<file path="config.mk">
export PLATFORM = sky130hd
export DESIGN_NAME = pipe_ctrl_unit
export DESIGN_NICKNAME = d
export VERILOG_FILES = /design/src/rtl/pipe_ctrl_unit.sv
export SDC_FILE = /design/constraint.sdc
export NUM_CORES = 1
export LEC_CHECK = 0
export CORE_ASPECT_RATIO = 0.5
export CORE_MARGIN = 1
export CORE_UTILIZATION = 49
export CTS_CLUSTER_DIAMETER = 60
export CTS_CLUSTER_SIZE = 16
export DETAILED_ROUTE_END_ITERATION = 7
export HOLD_SLACK_MARGIN = 0.05
export PLACE_DENSITY = 0.91
export SLEW_MARGIN = 20
export SYNTH_ARGS = -nofsm -noshare
export SYNTH_HDL_FRONTEND = slang
export SYNTH_SLANG_ARGS = --single-unit
</file>
<file path="constraint.sdc">
create_clock -name clk -period 3.1 [get_ports clk]
set_input_delay 0.465 -clock clk [delete_from_list [all_inputs] [get_ports clk]]
set_output_delay 0.465 -clock clk [all_outputs]
set_load 0.005 [all_outputs]
</file>
<file path="src/rtl/pipe_ctrl_unit.sv">
// ============================================================================
//  Module   : pipe_ctrl_unit
//  Purpose  : Pipeline scheduler for the five-stage ARM-subset core. Generates
//             hazard, freeze and flush strobes from RAW dependences,
//             multi-cycle data-memory accesses and taken branches, and keeps
//             saturating stall/flush counters for performance debug.
//  Revision : 1.0  initial release
// ============================================================================
`default_nettype none

module pipe_ctrl_unit #(
    parameter int MEM_WAIT = 3,
    parameter bit FWD_EN   = 1'b0
) (
    input  logic        clk,
    input  logic        rst,
    input  logic [3:0]  id_rn,
    input  logic [3:0]  id_rm,
    input  logic        id_rn_valid,
    input  logic        id_two_src,
    input  logic        exe_wb_en,
    input  logic [3:0]  exe_dest,
    input  logic        exe_mem_read,
    input  logic        mem_wb_en,
    input  logic [3:0]  mem_dest,
    input  logic        mem_access,
    input  logic        exe_branch,
    output logic        hazard,
    output logic        freeze_if,
    output logic        freeze_id,
    output logic        freeze_exe,
    output logic        freeze_mem,
    output logic        flush,
    output logic        mem_rdy,
    output logic [1:0]  state,
    output logic [15:0] stall_cycles,
    output logic [15:0] flush_count
);

    // Wait counter is at least one bit wide so that MEM_WAIT of 0 or 1 still
    // elaborates; it is simply never loaded with a non-zero value then.
    localparam int CNT_W = (MEM_WAIT < 2) ? 1 : $clog2(MEM_WAIT + 1);
    localparam logic [CNT_W-1:0] CNT_LOAD =
        (MEM_WAIT >= 2) ? CNT_W'(MEM_WAIT - 2) : '0;
    localparam logic HAS_WAIT  = (MEM_WAIT > 0);
    localparam logic MULTI_CYC = (MEM_WAIT >= 2);
    localparam logic ONE_WAIT  = (MEM_WAIT == 1);
    localparam logic [15:0] CNT_MAX = 16'hFFFF;

    typedef enum logic [1:0] {
        ST_IDLE = 2'd0,
        ST_WAIT = 2'd1,
        ST_DONE = 2'd2
    } state_t;

    state_t           r_state;
    logic [CNT_W-1:0] r_cnt;

    logic w_rn_exe;
    logic w_rm_exe;
    logic w_rn_mem;
    logic w_rm_mem;
    logic w_raw_fwd;
    logic w_raw_nofwd;
    logic w_raw;
    logic w_mem_stall;

    // Source-register matches against the EXE and MEM destinations.
    always_comb begin
        w_rn_exe    = id_rn_valid & exe_wb_en & (exe_dest == id_rn);
        w_rm_exe    = id_two_src  & exe_wb_en & (exe_dest == id_rm);
        w_rn_mem    = id_rn_valid & mem_wb_en & (mem_dest == id_rn);
        w_rm_mem    = id_two_src  & mem_wb_en & (mem_dest == id_rm);
        // With forwarding only a load still in EXE cannot be bypassed.
        w_raw_fwd   = exe_mem_read & (w_rn_exe | w_rm_exe);
        w_raw_nofwd = w_rn_exe | w_rm_exe | w_rn_mem | w_rm_mem;
        w_raw       = FWD_EN ? w_raw_fwd : w_raw_nofwd;
    end

    // Stall/ready decode and stage strobes, all combinational from state.
    always_comb begin
        w_mem_stall = ((r_state == ST_IDLE) & mem_access & HAS_WAIT)
                    | (r_state == ST_WAIT);
        mem_rdy     = (r_state == ST_DONE)
                    | ((r_state == ST_IDLE) & mem_access & ~HAS_WAIT);
        // A taken branch kills the ID instruction, so no bubble is needed.
        hazard      = w_raw & ~exe_branch;
        freeze_id   = w_mem_stall;
        freeze_exe  = w_mem_stall;
        freeze_mem  = w_mem_stall;
        freeze_if   = w_mem_stall | hazard;
        // The branch stays in the frozen EXE register, so flushing in the
        // release cycle is enough; nothing has to be remembered.
        flush       = exe_branch & ~w_mem_stall;
        state       = r_state;
    end

    // Memory access sequencer: IDLE -> (WAIT*) -> DONE -> IDLE.
    always_ff @(posedge clk or negedge rst) begin
        if (!rst) begin
            r_state <= ST_IDLE;
            r_cnt   <= '0;
        end else begin
            case (r_state)
                ST_IDLE: begin
                    if (mem_access && MULTI_CYC) begin
                        r_state <= ST_WAIT;
                        r_cnt   <= CNT_LOAD;
                    end else if (mem_access && ONE_WAIT) begin
                        r_state <= ST_DONE;
                    end
                end
                ST_WAIT: begin
                    if (r_cnt == '0) begin
                        r_state <= ST_DONE;
                    end else begin
                        r_cnt <= r_cnt - 1'b1;
                    end
                end
                ST_DONE: begin
                    r_state <= ST_IDLE;
                end
                default: begin
                    r_state <= ST_IDLE;
                    r_cnt   <= '0;
                end
            endcase
        end
    end

    // Saturating performance counters for front-end stalls and flushes.
    always_ff @(posedge clk or negedge rst) begin
        if (!rst) begin
            stall_cycles <= '0;
            flush_count  <= '0;
        end else begin
            if (freeze_if && (stall_cycles != CNT_MAX)) begin
                stall_cycles <= stall_cycles + 16'd1;
            end
            if (flush && (flush_count != CNT_MAX)) begin
                flush_count <= flush_count + 16'd1;
            end
        end
    end

endmodule

`default_nettype wire

</file>
# After elaboration in Yosys (flattened, before gate mapping)
# Index checks and enable logic that the tools add are counted.
classes:
  addsub: 3
  eq_ne: 11
  muxes: 5
  bitwise: 19
  n_reduce_logical: 6
ops:
  columns: ["op", "n"]
  rows:
  - ["16-bit by 1-bit adder with 16-bit output (second input constant)", 2]
  - ["16-bit inequality test (second input constant)", 2]
  - ["4-bit == test", 4]
  - ["1-bit AND", 11]
  - ["2-bit two-way mux", 3]
  - ["2-bit one-hot mux with 3 select lines", 1]
  - ["1-bit OR", 5]
  - ["2-bit zero test", 2]
  - ["2-bit inequality test (second input constant)", 2]
  - ["2-bit one-hot mux with 2 select lines", 1]
  - ["1-bit NOT", 3]
  - ["3-bit AND reduction", 1]
  - ["2-bit by 1-bit == test with 1-bit output (second input constant)", 1]
  - ["2-bit == test (second input constant)", 1]
  - ["1-bit logical AND", 2]
  - ["2-bit by 1-bit inequality test with 1-bit output (second input constant)", 1]
  - ["2-bit AND reduction", 1]
  - ["2-bit by 1-bit subtractor with 2-bit output (second input constant)", 1]
totals:
  ff_bits: 36
  in_bits: 25
  out_inout_bits: 41
  word_cells: 48

# Depth between registers and ports, before layout
# Gate-level depths: netlist (run 1).
depth:
  depth_word: 8
  ltp_mapped: 7
  mapped_depth_nobuf: 7

# Worst setup path after synthesis (run 1)
# OpenSTA, ideal clock, no wires.
synth_timing:
  kind: "input to output"
  from: "in id_rn[0]"
  to: "out freeze_if"
  arrival_time_ns: 1.574
  t_required_ns: 2.635
  path_slack_ns: 1.061
  stages: 6
  n_path_buf: 1
  cell_sequence: "xor2_1 nor3_1 nand4_1 a41oi_4 buf_6 or2_2"
synth_via:
  elab_chain_len: 7
  elab_cells_between_ends: 9
  classes_between: "eq/ne: 2; bitwise: 7"
synth_rtl:
  columns: ["item", "line_no", "text"]
  rows:
  - ["from (decl)", "17", "input logic [3:0] id_rn,"]
  - ["4-bit == test", "70", "w_rn_exe = id_rn_valid & exe_wb_en & (exe_dest == id_rn);"]
  - ["1-bit AND", "70", null]
  - ["1-bit OR", "76", "w_raw_nofwd = w_rn_exe | w_rm_exe | w_rn_mem | w_rm_mem;"]
  - ["1-bit OR (*) (2 in series)", "76", null]
  - ["1-bit AND (*)", "87", "hazard = w_raw & ~exe_branch;"]
  - ["net hazard", "28", "output logic hazard,"]
  - ["1-bit OR (*)", "91", "freeze_if = w_mem_stall | hazard;"]
  - ["to (decl)", "29", "output logic freeze_if,"]
# The timed path passes the listed nets; every way through them passes the cells marked *.

# Worst setup path in the final report (run 1)
layout_timing:
  from: "in id_rn[0]"
  to: "out freeze_if"
layout_via:
  elab_chain_len: 7
  elab_cells_between_ends: 9
  classes_between: "eq/ne: 2; bitwise: 7"
layout_rtl:
  columns: ["item", "line_no"]
  rows:
  - ["4-bit == test", "70"]
  - ["1-bit AND", "70"]
  - ["1-bit OR", "76"]
  - ["1-bit OR (*) (2 in series)", "76"]
  - ["1-bit AND (*)", "87"]
  - ["1-bit OR (*)", "91"]
# Every way passes the cells marked *; elsewhere a longest branch is shown, timed or not.

==> results.toml, run 1 <==
[run_status]
outcome = "complete, no violations"

[sta]
finalHoldViolCount = 0
final_max_slew_viol_count = 0
finalSetupViolCount = 0
rsz0062_at_grt = "false"
finalCriticalPeriod_ps = 3000
setup_slack_ps = 97.7
max_freq_ghz = 0.333
relSlewSlack = 0.692
fin_worst_skew_ps = 6.19
tns_ps = 0
finalCritPeriodShare = 0.968
worst_pin_slew_ps = 458

[worst_setup_path]
worstSetupEndpoint = "freeze_if"
crit_slowest_cell = "clkdlybuf4s50_1"
path_max_fanout = 4
path_class = "input port to primary output"
rrSetupSlack_ps = 1100
cp-start-kind = "input port"
cp.arrival_ps = 2540
crit_path_end_kind = "primary output"
timing.rr.end = "flush_count[15]$_DFFE_PN0P_"
cpPeakStageDelay_ps = 490
r2r-start = "state[0]$_DFFE_PN0P_"
reg2reg_depth = 6
crit_chain = "clkdlybuf4s50_1 -> xor2_1 -> nor3_1 -> nand4_1 -> a41oi_4 -> or2_2 -> clkdlybuf4s50_1"
cp.required_ps = 2630
cp_common_cell = "clkdlybuf4s50_1"
crit_start = "id_rn[0]"

[min_path]
min_path_type = "register to register"

[floorplanning]
die_y_um = 47.0
row_count = 15
initial_core_util = 0.544
die_x_um = 91.9
core-area_um2 = 3640
die_area_um2 = 4320
io_pins = 66

[synthesis]
synthArstFlopShare = 1.00
ys_warn_count = 0
ys_seq_area_frac = 0.455
synth_ff_type = "dfrtp_1"
avgSynthCellArea_um2 = 10.4
postSynthCellCount = 191
synthesis.area_um2 = 1980
synth_edf_count = 0
ys_ff_latch = 36
ys_types = 38
syn_nets = 219

[clock_tree]
clk_pin_slew_ps = 70
cts_resized = 0
clock_latency_ps = 290
cts.sinks = 36
hold_buffers = 0
cts_max_level = 2
clockRootBuffer = "clkbuf_8"
cts_setup_buffers = 0
cts_buffers = 5
cts_buffer_depth = 2
cts_tree = "done"

[route]
drcViolationCount = 0
wire_per_inst_um = 15.4
vias = 1749
first_iter_violations = 65
antenna_left = 0
vias_per_cell = 5.57
drtPass1Iterations = 4
totalWireLength_mm = 4.84

[grt]
overflow = 0
grt_pass1_wl_mm = 7.73
grt_pass1_vias = 1700
antenna_found_initial = 0
grt_max_degree = 37
grt_usage = 0.240

[finish]
final_common_cell = "clkdlybuf4s50_1"
num_antenna_cells = 0
final_cell_mix = "clkdlybuf4s50_1 (64), dfrtp_1 (36), xnor2_1 (23)"
layout-drive-gt1-share = 0.0760
nNetsFinal = 290
syn_to_final_growth_pct = 41.9

[power_and_ir_drop]
ir_drop_uv = 418
p_total_mw = 1.91
p_leak_nw = 1.19
powerDensity_nw_per_um2 = 679

[placed_design]
numPortBuffers = 64
pre_cts_ws_ps = 109
place_hpwl_mm = 3.61
routabilityCongestion = 0.755

[run]
drv_cap = 0
[routing by layer]
metal  track usage  wire length [um]  vias up
met5             0                 0        -
met4         0.106                68        0
met3        0.0583               254        9
met2         0.448              2450       54
met1         0.279              2060      870
li1              -                 -      816
[worst max-delay path, delay by kind of cell]
kind	cells	cell delay [ps]
AOI/OAI and AO/OA	1	340
xor gates and xnor gates	1	180
buffers and inverters	2	940
and+or+nand+nor	3	620
[power breakdown]
group	switching, mW	leakage, nW	total (mW)	internal [mW]
clock network	0.176	0.0645	0.460	0.284
logic	0.314	0.662	0.740	0.426
registers	0.135	0.465	0.709	0.573
total	0.626	1.19	1.91	1.28
[per-stage QoR]
stage | std cells | hold WS (ps) | cell area [um^2] | util
floorplan | 191 | 169 | 1980 | -
global placement | 306 | 480 | 2690 | 0.738
detailed placement | 306 | 485 | 2690 | 0.738
CTS | 314 | 499 | 2810 | 0.773
global route | 314 | 521 | 2810 | 0.773
finish | 314 | 496 | 2810 | 0.773
[cells in the mapped netlist (all sizes together) (4+ instances only)]
cell	instances	area share
mux2	4	0.023
o211ai	9	0.034
dfrtp	36	0.45
nand3	5	0.013
o2111ai	4	0.018
and3	8	0.026
nor3	7	0.018
inv	7	0.013
xnor2	23	0.10
nor2	14	0.027
nand4	9	0.028
xor2	20	0.088
a21oi	5	0.016
nand2	14	0.027
[flip-flops by register name, summed over array words and instances, names as in the netlist]
register	flops
state	2
r_cnt	2
stall_cycles	16
flush_count	16
[cell families after synthesis]
| logic type | after synthesis | share of synthesized area |
|---|---|---|
| buffers and inverters | 12 | 0.0303 |
| XOR/XNOR | 43 | 0.190 |
| adder cells (fa/ha/maj) | 3 | 0.0189 |
| multiplexers | 5 | 0.0278 |
| flip-flops | 36 | 0.455 |
| AO/OA/AOI/OAI | 25 | 0.106 |
| AND/OR/NAND/NOR | 67 | 0.172 |
[how the worst min path moves through the flow]
stage	slack, ps	cells after the start	startpoint	end
floorplan	170	0	rst	flush_count[0]$_DFFE_PN0P_
global placement	480	1	flush_count[14]$_DFFE_PN0P_	flush_count[14]$_DFFE_PN0P_
detailed placement	480	1	stall_cycles[10]$_DFFE_PN0P_	stall_cycles[10]$_DFFE_PN0P_
CTS	500	1	flush_count[5]$_DFFE_PN0P_	flush_count[5]$_DFFE_PN0P_
global route	520	1	flush_count[9]$_DFFE_PN0P_	flush_count[9]$_DFFE_PN0P_
finish	500	1	flush_count[5]$_DFFE_PN0P_	flush_count[5]$_DFFE_PN0P_
[final cells by class]
type | instances | area, um^2
Tap cell | 51 | 63.8
Multi-Input combinational cell | 143 | 1020
Clock inverter | 1 | 30.0
Sequential cell | 36 | 901
Inverter | 8 | 30.0
Fill cell | 234 | 828
Timing Repair Buffer | 68 | 671
Clock buffer | 7 | 96.3
(Power assumes the default switching activity.)
==> run 2: changes to the inputs <==
- CORE_UTILIZATION: 49 -> 46
- PLACE_DENSITY: 0.91 -> 0.86
- clock period: 3.1 -> 2.98 ns (I/O delays scaled with it)
==> run 2 against run 1 <==
  * Register-to-register slack lost 250 ps
  * Critical path type unchanged
  * Total power shrank 3.4%
  * Setup slack gained 10 ps
  * Design area shrank 0.76%
  * Combinational power grew 2%
  * Utilization shrank 7.5 points
  * Clock skew grew 4.6 ps
  * Critical path depth is the same
  * Flip-flop and latch count is the same
  * Global-route usage shrank 3.7 points
  * Worst hold slack lost 3.0 ps
==> results.toml, run 2 (synthesized netlist as in run 1, its figures left out) <==
[run_status]
outcome = "complete, no violations"

[worst_setup_path]
timing.rr.end = "flush_count[14]$_DFFE_PN0P_"
path_max_fanout = 3
cp_common_cell = "clkdlybuf4s50_1"
path_class = "input port to primary output"
crit_slowest_cell = "clkdlybuf4s50_1"
crit_path_end_kind = "primary output"
r2r-start = "flush_count[0]$_DFFE_PN0P_"
crit_chain = "clkdlybuf4s50_1 -> xor2_1 -> nor3_1 -> nand4_1 -> a41oi_4 -> or2_2 -> clkdlybuf4s50_1"
rrSetupSlack_ps = 850
reg2reg_depth = 7
cp.required_ps = 2530
cp-start-kind = "input port"
cpPeakStageDelay_ps = 500
cp.arrival_ps = 2430
crit_start = "id_rn[0]"
worstSetupEndpoint = "freeze_if"

[clock_tree]
cts_setup_buffers = 0
hold_buffers = 0
cts_buffers = 5
clock_latency_ps = 290
clk_pin_slew_ps = 70
cts_tree = "done"
cts.sinks = 36
cts_max_level = 2
cts_resized = 0
clockRootBuffer = "clkbuf_8"
cts_buffer_depth = 2

[placed_design]
routabilityCongestion = 0.756
numPortBuffers = 64
place_hpwl_mm = 3.30
dp.cells = 310

[route]
drcViolationCount = 0
vias_per_cell = 5.25
totalWireLength_mm = 4.42
wire_per_inst_um = 13.9
antenna_left = 0
drtPass1Iterations = 4
vias = 1670
first_iter_violations = 79

[grt]
grt_util_met2 = 0.353
met3_usage = 0.0550
grt_usage = 0.203
grt_pass1_wl_mm = 7.16
overflow = 0
grt_max_degree = 37
grt_most_used_layer = "met2"
grt_pass1_vias = 1566
met1_usage = 0.252
antenna_found_initial = 0

[finish]
layout-drive-gt1-share = 0.0758
layoutNonFillerInstCount = 318
final_common_cell = "clkdlybuf4s50_1"
nNetsFinal = 291
num_antenna_cells = 0
reg_top3 = "flush_count: 16 flops, stall_cycles: 16 flops"
final_cell_mix = "clkdlybuf4s50_1 (64), dfrtp_1 (36), xnor2_1 (23)"
syn_to_final_growth_pct = 40.8

[sta]
rsz0062_at_grt = "false"
relSlewSlack = 0.580
max_freq_ghz = 0.348
worst_pin_slew_ps = 624
finalCritPeriodShare = 0.964
finalSetupViolCount = 0
fin_worst_skew_ps = 10.8
tns_ps = 0
finalCriticalPeriod_ps = 2870
finalHoldViolCount = 0
fin_hold_ws_ps = 493
final_max_slew_viol_count = 0

[min_path]
min_path_type = "register to register"

[run]
drv_cap = 0

[floorplanning]
die_x_um = 94.8
die_y_um = 48.4
die_area_um2 = 4590
initial_core_util = 0.495
row_count = 16
core-area_um2 = 4000
io_pins = 66

[power_and_ir_drop]
p_total_mw = 1.84
ir_drop_uv = 473
p_leak_nw = 1.18
powerDensity_nw_per_um2 = 660
## run 2: changes by cell type in the layout (fill, tap and decap cells not counted)
cell        previous run  this run
buf_4                  4         5
bufinv_16              1         0
clkbuf_1               0         1
clkbuf_8               7         6
clkinvlp_4             0         1
## run 2: area by class of cell
type                       count  area [um^2]
tap                           54         67.6
multi-input combinational    143         1020
clock buffer                   7         86.3
sequential                    36          901
timing repair buffer          69          678
fill                         314         1210
inverter                       8         30.0
clock inverter                 1         7.51
## run 2: how the worst min path moves through the flow
| stage | slack (ps) | from | cells after the start | end |
|---|---|---|---|---|
| 2_1_floorplan | 150 | rst | 0 | flush_count[0]$_DFFE_PN0P_ |
| 4_1_cts | 500 | flush_count[9]$_DFFE_PN0P_ | 1 | flush_count[9]$_DFFE_PN0P_ |
| 6_report | 490 | flush_count[9]$_DFFE_PN0P_ | 1 | flush_count[9]$_DFFE_PN0P_ |
| 3_3_place_gp | 480 | stall_cycles[10]$_DFFE_PN0P_ | 1 | stall_cycles[10]$_DFFE_PN0P_ |
| 5_1_grt | 510 | flush_count[9]$_DFFE_PN0P_ | 1 | flush_count[9]$_DFFE_PN0P_ |
| 3_5_place_dp | 480 | flush_count[9]$_DFFE_PN0P_ | 1 | flush_count[9]$_DFFE_PN0P_ |
## run 2: per-layer routing
| metal | vias to the layer above | part of all wire | wire, um |
|---|---|---|---|
| li1 | 813 | - | - |
| met1 | 809 | 0.44 | 1940 |
| met2 | 46 | 0.50 | 2210 |
| met3 | 2 | 0.057 | 250 |
| met4 | 0 | 0.0047 | 21 |
| met5 | - | 0 | 0 |
## run 2: metrics by stage
step	area (um^2)	util	setup WS, ps
floorplan	1980	-	977
global placement	2700	0.674	132
detailed placement	2700	0.674	114
CTS	2790	0.697	99.5
global route	2790	0.697	8.82
finish	2790	0.697	108
## run 2: power by group
part	switching, mW	internal (mW)
registers	0.136	0.597
clock network	0.170	0.188
logic	0.310	0.443
total	0.616	1.23
## run 2: worst max-delay path, delay by kind of cell
family | cells | cell delay [ps]
AOI/OAI and AO/OA | 1 | 290
xor gates and xnor gates | 1 | 180
buffers and inverters | 2 | 950
and+or+nand+nor | 3 | 550
==> run 3: changes to the inputs <==
- PLACE_DENSITY: 0.86 -> 0.8
- SETUP_SLACK_MARGIN: unset -> 0.15
==> run 3 against run 2 <==
  * Cell count grew 1.3%
  * Clock power fell by 1%
  * Fmax grew 5.6%
  * Register-to-register slack improved by 190 ps
  * Critical path depth down 1
  * Die area did not move
  * Setup slack gained 150 ps
  * Utilization rose by 1.3 points
  * Largest power group unchanged
  * Clock skew shrank 3.3 ps
==> results.toml, run 3 (synthesized netlist as in run 1, its figures left out) <==
[sta]
final_max_slew_viol_count = 0
setup_slack_ps = 260
fin_hold_ws_ps = 496
worst_pin_slew_ps = 444
finalCritPeriodShare = 0.913
relSlewSlack = 0.701
max_freq_ghz = 0.368
finalSetupViolCount = 0
rsz0062_at_grt = "false"
fin_worst_skew_ps = 7.53
tns_ps = 0
finalCriticalPeriod_ps = 2720
finalHoldViolCount = 0

[clock_tree]
cts_max_level = 2
clock_latency_ps = 280
cts.sinks = 36
cts_buffers = 5
cts_buffer_depth = 2
cts_tree = "done"
clk_pin_slew_ps = 70
clockRootBuffer = "clkbuf_8"
hold_buffers = 0

[placed_design]
dp.cells = 308
routabilityCongestion = 0.726
place_hpwl_mm = 3.38
numPortBuffers = 64
pre_cts_ws_ps = 93.9
post_dp_cell_area_um2 = 2680

[worst_setup_path]
crit_chain = "clkdlybuf4s50_1 -> xnor2_1 -> nand4_1 -> a41oi_4 -> or2_4 -> clkdlybuf4s50_1"
cp-start-kind = "input port"
cp.required_ps = 2530
cp_common_cell = "clkdlybuf4s50_1"
cpPeakStageDelay_ps = 520
crit_path_end_kind = "primary output"
reg2reg_depth = 7
crit_slowest_cell = "clkdlybuf4s50_1"
path_class = "input port to primary output"
path_max_fanout = 3
cp.arrival_ps = 2270

[finish]
final_cell_mix = "clkdlybuf4s50_1 (52), dfrtp_1 (36), xnor2_1 (23)"
syn_to_final_growth_pct = 43.5
fill_cells = 315
reg_top3 = "flush_count: 16 flops, stall_cycles: 16 flops"
design_area_um2 = 2840
nNetsFinal = 295
fin_util = 0.710
final_common_cell = "clkdlybuf4s50_1"
num_antenna_cells = 0
layoutNonFillerInstCount = 322
layout-drive-gt1-share = 0.0896

[run]
drv_cap = 0

[route]
wire_per_inst_um = 14.3
antenna_left = 0
drcViolationCount = 0
first_iter_violations = 105
drtPass1Iterations = 4
vias_per_cell = 5.18
vias = 1669
totalWireLength_mm = 4.61

[floorplanning]
io_pins = 66
die_x_um = 94.8
die_y_um = 48.4
initial_core_util = 0.495
core-area_um2 = 4000
die_area_um2 = 4590
row_count = 16

[run_status]
outcome = "complete, no violations"

[power_and_ir_drop]
powerDensity_nw_per_um2 = 650
p_leak_nw = 1.28
ir_drop_uv = 460
p_total_mw = 1.85

[min_path]
hold_depth = 1
min_path_type = "register to register"

[grt]
overflow = 0
grt_max_degree = 37
antenna_found_initial = 0
grt_pass1_vias = 1641
grt_usage = 0.217
grt_pass1_wl_mm = 7.67
run 3: changes by cell type in the layout (fill, tap and decap cells not counted), sizes merged:
cell,change
buf,+4
clkbuf,+1
clkdlybuf4s50,-12
clkinvlp,-1
dlygate4sd2,+3
dlymetal6s2s,+9
run 3: critical path, delay by kind of cell:
| family | cells | cell delay [ps] |
|---|---|---|
| simple gates | 2 | 360 |
| buf+inv | 2 | 1020 |
| compound gates | 1 | 290 |
| xor+xnor | 1 | 160 |
run 3: path summary, 6_finish.rpt:
| kind | from | to | slack [ps] |
|---|---|---|---|
| worst max-delay path | id_rm[1] | freeze_if | 260 |
| worst min-delay path | flush_count[14]$_DFFE_PN0P_ | flush_count[14]$_DFFE_PN0P_ | 500 |
| worst max register to register | flush_count[0]$_DFFE_PN0P_ | flush_count[14]$_DFFE_PN0P_ | 1040 |
| worst min register to register | flush_count[14]$_DFFE_PN0P_ | flush_count[14]$_DFFE_PN0P_ | 500 |
| max in group asynchronous | rst | r_cnt[0]$_DFFE_PN0P_ | 2080 |
| min in group asynchronous | rst | flush_count[15]$_DFFE_PN0P_ | 580 |
run 3: cell type report:
type                            count  area, um^2  share of cell area
Tap cell                           54        67.6              0.0238
Sequential cell                    36         901               0.317
Inverter                            8        30.0              0.0106
Clock buffer                        8        90.1              0.0317
Multi-Input combinational cell    143        1030               0.362
Timing Repair Buffer               73         727               0.256
run 3: repair_timing:
item,in CTS,in global routing
gates cloned,0,0
resized for setup,3,11
setup buffers,4,2
pin swaps,7,7
endpoints found under the setup margin,1,2
run 3: metal layers:
layer | up-vias | share of wire | GRT usage
met1 | 806 | 0.45 | 0.283
met4 | 0 | 0.0050 | 0.0606
met3 | 3 | 0.047 | 0.0472
li1 | 820 | - | -
met2 | 40 | 0.50 | 0.367
met5 | - | 0 | 0
run 3: power by group:
group | switching (mW) | internal, mW
Clock | 0.165 | 0.189
Combinational | 0.311 | 0.446
Sequential | 0.140 | 0.597
Total | 0.616 | 1.23
